$ cat src/rtl/nibble_serial_adder_ctl_pkg.sv
// Shared definitions for the nibble-serial adder sequencer and its 4-bit slice.
package nibble_serial_adder_ctl_pkg;

    localparam int NIBBLE_W = 4;

    typedef enum logic [1:0] {
        IDLE = 2'd0,
        RUN  = 2'd1,
        DONE = 2'd2
    } state_e;

endpackage

$ cat src/rtl/nibble_serial_adder_ctl_add4_slice.sv
// Purely combinational 4-bit generate/propagate carry-lookahead adder slice.
module add4_slice
    import nibble_serial_adder_ctl_pkg::*;
(
    input  logic                c0_i,
    input  logic [NIBBLE_W-1:0] a_i,
    input  logic [NIBBLE_W-1:0] b_i,
    output logic [NIBBLE_W-1:0] s_o,
    output logic                c4_o
);

    logic [NIBBLE_W-1:0] g;
    logic [NIBBLE_W-1:0] p;
    logic [NIBBLE_W:0]   c;

    assign g = a_i & b_i;
    assign p = a_i ^ b_i;

    // Every carry is flattened from c0 so no carry ripples inside the slice.
    assign c[0] = c0_i;
    assign c[1] = g[0] | (p[0] & c0_i);
    assign c[2] = g[1] | (p[1] & g[0]) | (p[1] & p[0] & c0_i);
    assign c[3] = g[2] | (p[2] & g[1]) | (p[2] & p[1] & g[0])
                | (p[2] & p[1] & p[0] & c0_i);
    assign c[4] = g[3] | (p[3] & g[2]) | (p[3] & p[2] & g[1])
                | (p[3] & p[2] & p[1] & g[0]) | (p[3] & p[2] & p[1] & p[0] & c0_i);

    assign s_o  = p ^ c[NIBBLE_W-1:0];
    assign c4_o = c[NIBBLE_W];

endmodule

$ cat src/rtl/nibble_serial_adder_ctl.sv
// Sequencer that computes one WIDTH-bit add/subtract by passing one nibble per
// cycle through a shared 4-bit lookahead slice, LS nibble first.
module nibble_serial_adder_ctl
    import nibble_serial_adder_ctl_pkg::*;
#(
    parameter int WIDTH = 32
) (
    input  logic             clk_i,
    input  logic             reset_i,
    input  logic             start_i,
    input  logic             sub_i,
    input  logic             cin_i,
    input  logic [WIDTH-1:0] a_i,
    input  logic [WIDTH-1:0] b_i,
    output logic             ready_o,
    output logic             busy_o,
    output logic             done_o,
    output logic [WIDTH-1:0] sum_o,
    output logic             cout_o,
    output logic             ovf_o
);

    localparam int NIBBLES = WIDTH / NIBBLE_W;
    localparam int CNT_W   = $clog2(NIBBLES);
    localparam logic [CNT_W-1:0] LAST_CNT = CNT_W'(NIBBLES - 1);

    state_e             state_q, state_d;
    logic [WIDTH-1:0]   opA_q, opA_d;
    logic [WIDTH-1:0]   opB_q, opB_d;
    logic [WIDTH-1:0]   sum_q, sum_d;
    logic [CNT_W-1:0]   count_q, count_d;
    logic               carry_q, carry_d;
    logic               signA_q, signA_d;
    logic               signB_q, signB_d;
    logic               cout_q, cout_d;
    logic               ovf_q, ovf_d;

    logic [NIBBLE_W-1:0] sliceS;
    logic                sliceC4;
    logic [WIDTH-1:0]    loadB;

    // Operands shift right each pass, so the slice always sees the low nibble.
    add4_slice u_slice (
        .c0_i (carry_q),
        .a_i  (opA_q[NIBBLE_W-1:0]),
        .b_i  (opB_q[NIBBLE_W-1:0]),
        .s_o  (sliceS),
        .c4_o (sliceC4)
    );

    assign loadB = sub_i ? ~b_i : b_i;

    always_ff @(posedge clk_i) begin
        if (reset_i) begin
            state_q <= IDLE;
            opA_q   <= '0;
            opB_q   <= '0;
            sum_q   <= '0;
            count_q <= '0;
            carry_q <= 1'b0;
            signA_q <= 1'b0;
            signB_q <= 1'b0;
            cout_q  <= 1'b0;
            ovf_q   <= 1'b0;
        end else begin
            state_q <= state_d;
            opA_q   <= opA_d;
            opB_q   <= opB_d;
            sum_q   <= sum_d;
            count_q <= count_d;
            carry_q <= carry_d;
            signA_q <= signA_d;
            signB_q <= signB_d;
            cout_q  <= cout_d;
            ovf_q   <= ovf_d;
        end
    end

    always_comb begin
        state_d = state_q;
        opA_d   = opA_q;
        opB_d   = opB_q;
        sum_d   = sum_q;
        count_d = count_q;
        carry_d = carry_q;
        signA_d = signA_q;
        signB_d = signB_q;
        cout_d  = cout_q;
        ovf_d   = ovf_q;

        case (state_q)
            IDLE, DONE: begin
                state_d = IDLE;
                if (start_i) begin
                    state_d = RUN;
                    opA_d   = a_i;
                    opB_d   = loadB;
                    carry_d = sub_i | cin_i;
                    count_d = '0;
                    signA_d = a_i[WIDTH-1];
                    signB_d = loadB[WIDTH-1];
                end
            end
            RUN: begin
                sum_d[{count_q, 2'b00} +: NIBBLE_W] = sliceS;
                carry_d = sliceC4;
                opA_d   = opA_q >> NIBBLE_W;
                opB_d   = opB_q >> NIBBLE_W;
                count_d = count_q + CNT_W'(1);
                // The top carry only reaches cout; it never wraps into nibble 0.
                if (count_q == LAST_CNT) begin
                    state_d = DONE;
                    count_d = '0;
                    cout_d  = sliceC4;
                    ovf_d   = (signA_q == signB_q) && (sliceS[NIBBLE_W-1] != signA_q);
                end
            end
            default: state_d = IDLE;
        endcase
    end

    assign ready_o = (state_q == IDLE) || (state_q == DONE);
    assign busy_o  = (state_q == RUN);
    assign done_o  = (state_q == DONE);
    assign sum_o   = sum_q;
    assign cout_o  = cout_q;
    assign ovf_o   = ovf_q;

endmodule

$ cat config.mk
export PLATFORM = sky130hd
export DESIGN_NAME = nibble_serial_adder_ctl
export DESIGN_NICKNAME = d
export VERILOG_FILES = /design/src/rtl/nibble_serial_adder_ctl_pkg.sv /design/src/rtl/nibble_serial_adder_ctl_add4_slice.sv /design/src/rtl/nibble_serial_adder_ctl.sv
export SDC_FILE = /design/constraint.sdc
export NUM_CORES = 1
export LEC_CHECK = 0
export CAP_MARGIN = 20
export CORE_UTILIZATION = 52
export CTS_BUF_LIST = sky130_fd_sc_hd__clkbuf_4 sky130_fd_sc_hd__clkbuf_8
export DETAILED_ROUTE_END_ITERATION = 7
export GPL_ROUTABILITY_DRIVEN = 1
export PLACE_DENSITY = 0.85
export REMOVE_ABC_BUFFERS = 1
export SLEW_MARGIN = 40
export SYNTH_ARGS = -nofsm -noshare
export SYNTH_HDL_FRONTEND = slang
export SYNTH_SLANG_ARGS = --single-unit
$ cat constraint.sdc
create_clock -name clk_i -period 2.9 [get_ports clk_i]
set_clock_uncertainty 0.2 [all_clocks]
set_input_delay 0.725 -clock clk_i [delete_from_list [all_inputs] [get_ports clk_i]]
set_output_delay 0.725 -clock clk_i [all_outputs]
set_load 0.1 [all_outputs]
==> parameters.txt, run 1 <==
Parameter                              Value

Worst setup path
  Worst Reg2Reg Path Length in Cells    6
  Launch point of the worst reg-to-reg path    count_q[0]
  Startpoint type of the worst setup path    flip-flop
  Worst Path Arrival    2570 ps
  Start-to-end type of the worst setup path    reg2reg
  Reg2reg end    sum_o[3]
  End of the critical path    sum_o[3]
  Register-to-register setup slack    420 ps
  Crit. End Element    flip-flop
  Largest fanout on the critical path    9
  Required time at the endpoint of the critical path    2990 ps
  Critical path launch point    count_q[0]

CTS
  Clock network latency to the later pin of the worst-skew pair    370 ps
  Post-CTS setup repair buffer count    0
  Root Buffer Master    clkbuf_8
  Clock tree from TritonCTS    yes
  Total CTS buffers    9
  Number of buffers on the longest clock path    2
  Cts hold-fix bufs    0
  H-tree depth    3
  Register clock-pin slew on the reported worst setup and hold paths    around 110 ps
  PostCTS Resize Cnt    0
  Number of clock sinks    106

Power and ir drop
  Leakage power figure    0.002331 µW
  Power density over cell area    518.2 nW/µm²
  Total Power Consumption    3064 µW
  Worst VDD drop    between 200 and 300 µV

Floorplanning
  Area of the placeable core    8721 µm²
  Total I/O pin count    106
  Die extent in x    96.80 µm
  Placement Rows    34
  Effective utilization at floorplan    53.59%
  Die span in y    between 90 and 100 µm
  Overall die area    9370 µm²

Synth
  Netlist Area Pre-Place    between 4000 and 5000 µm²
  Most used flip-flop cell after synthesis    dfxtp_1
  Top area cells in the synthesized netlist    dfxtp_1, a22oi_1, a21oi_1
  Count of state elements after synthesis    106
  Cell accounting for the most synthesized area    dfxtp_1
  Mean post-synth cell area    8.868 µm²
  Area share of the largest cell type after synthesis    45.41%
  Number of different library cells in the post-synthesis netlist    47
  Warning count from the yosys run    0
  Number of instances in the synthesized netlist    527
  Share of flip-flops with an asynchronous set or reset    0%
  Register area share after synthesis    45.41%
  Number of synthesized flops with an enable pin    0

Status
  Result of the run    finished clean

STA
  RSZ-0062 raised after global routing    no
  Number of hold violations in the final report    0
  Post-layout min period    roughly 2500 ps
  Max Slew Vio Count    0
  Worst hold slack    261.5 ps
  Worst-Margin Slew    817.5 ps
  Count of final setup violators    0
  Final cycle utilization of the critical path    between 80 and 90%
  TNS Setup    0 ps
  Achievable Freq    403.3 MHz
  Slew HR    around 45%

Drt
  Number of vias in the routed layout    4151
  Routed wire length    ~10000 µm
  Starting DRC count in detailed routing    252
  Average vias per placed instance    5.749
  Routed wire per std cell    14.52 µm
  Number of iterations in the first detailed-routing pass    5
  Post-detailed-route DRC marker count    0
  Number of antenna-violating nets in the routed design    0

Final layout
  Share of post-route cells with drive strength above 1    11.24%
  Antenna fix cells    0
  Final design instance area without fill    5912 µm²
  Final net count    between 600 and 700
  Area growth, synth to finish    26.51%

Placement
  Port buffer count    105
  HPWL after DPL    7111 µm
  Total cell area at the placement stage    roughly 5700 µm²
  Final estimated routing congestion in global placement    0.8122

Flow run
  Number of max-capacitance violations reported    0

Min path
  Classification of the worst-slack hold path    reg2reg

GRT
  Wire length of the first global-routing pass    17350 µm
  Via count of the first global-routing pass    3761
  Largest net degree at the start of global routing    87
  Final global-route overflow total    0
  Number of antenna violations at the first check in global routing    0
  Global routing usage summed across all routing layers    22.06%
==> sequential cells by signal (all words and copies together) (netlist names) <==
signal   cells
cout_o       1
opA_q       32
opB_q       32
ovf_o        1
state_q      2
signB_q      1
carry_q      1
count_q      3
sum_o       32
signA_q      1
==> cells in the mapped netlist, drive strengths merged (6+ instances only) <==
cell    instances
nand2          78
mux2i          10
buf            16
clkbuf         25
ha             11
a21oi          73
nor2           29
nand3b         13
a22oi          63
xor2           32
nand4           6
o31ai           9
dfxtp         106
inv             6
==> cell families after synthesis <==
group,share of synthesized area (%)
adder cells (fa/ha/maj),3.373
flip-flops,45.41
AO/OA/AOI/OAI,22.76
multiplexers,2.142
XOR/XNOR,6.185
buffers and inverters,4.230
AND/OR/NAND/NOR,15.90
==> power breakdown <==
group / leakage (µW) / switching, µW / internal [µW]
clock: 0.000106 / 531 / 416
sequential: 0.000865 / 46.5 / 1530
combinational: 0.00136 / 308 / 230
total: 0.00233 / 886 / 2180
==> cell usage in the layout, fill, tap and decap left out, types with 3 or more instances in the layout <==
cell	instances
buf_12	4
a21oi_1	73
nand4_1	6
nand4b_1	3
o41ai_1	4
ha_1	11
nand3_1	4
nor2_1	28
xor2_1	32
a211o_1	3
o31ai_1	9
buf_4	41
clkinv_4	3
inv_1	6
mux2i_1	10
clkdlybuf4s50_1	66
nor2b_1	3
nand2_1	78
a22oi_1	63
dfxtp_1	106
nand3b_1	13
clkbuf_8	9
==> layout make-up <==
class	count	area [µm²]
Inverter	6	22.52
Multi-Input combinational cell	374	2370
Clock inverter	7	85.08
Fill cell	693	2809
Tap cell	108	135.1
Clock buffer	9	123.9
Timing Repair Buffer	112	1054
Sequential cell	106	2122
==> layer usage <==
metal / vias up / global-route usage [%] / wire, µm
met1: 1938 / 29.61 / 4833
met2: 152 / 36.08 / 4942
met5: - / 0 / 0
met3: 12 / 3.902 / 593
met4: 0 / 6.889 / 110
li1: 2049 / - / -
==> critical path: stages, from the launching register on <==
cell,delay [ps]
dfxtp_1,490
inv_1,150
ha_1,390
nor3b_1,470
and4bb_2,390
nand4_1,140
a21oi_1,160
==> how the worst min path moves through the flow <==
stage | start | end | slack [ps] | depth (start not counted)
CTS | opB_q[8] | opB_q[8] | 260 | 2
floorplan | opA_q[10] | opA_q[10] | 230 | 2
global placement | opB_q[25] | opB_q[25] | 240 | 2
global route | opA_q[5] | opA_q[5] | 280 | 2
detailed placement | opB_q[8] | opB_q[8] | 250 | 2
finish | opB_q[4] | opB_q[4] | 260 | 2
==> metrics by stage <==
stage	util, %	worst slack (ps)	instances
2_1_floorplan	-	-2732	486
3_3_place_gp	65.39	482.1	706
3_5_place_dp	65.39	465.6	706
4_1_cts	67.79	454.8	722
5_1_grt	67.79	178.6	722
6_report	67.79	420.5	722
Note: power is estimated with default switching activity, not from simulation.
==> inputs of run 2 (changes only) <==
Settings changed: GPL_ROUTABILITY_DRIVEN 1 to 0.
==> results of run 2 <==
No change in the layout: final DEF, timing and power equal those of run 1.
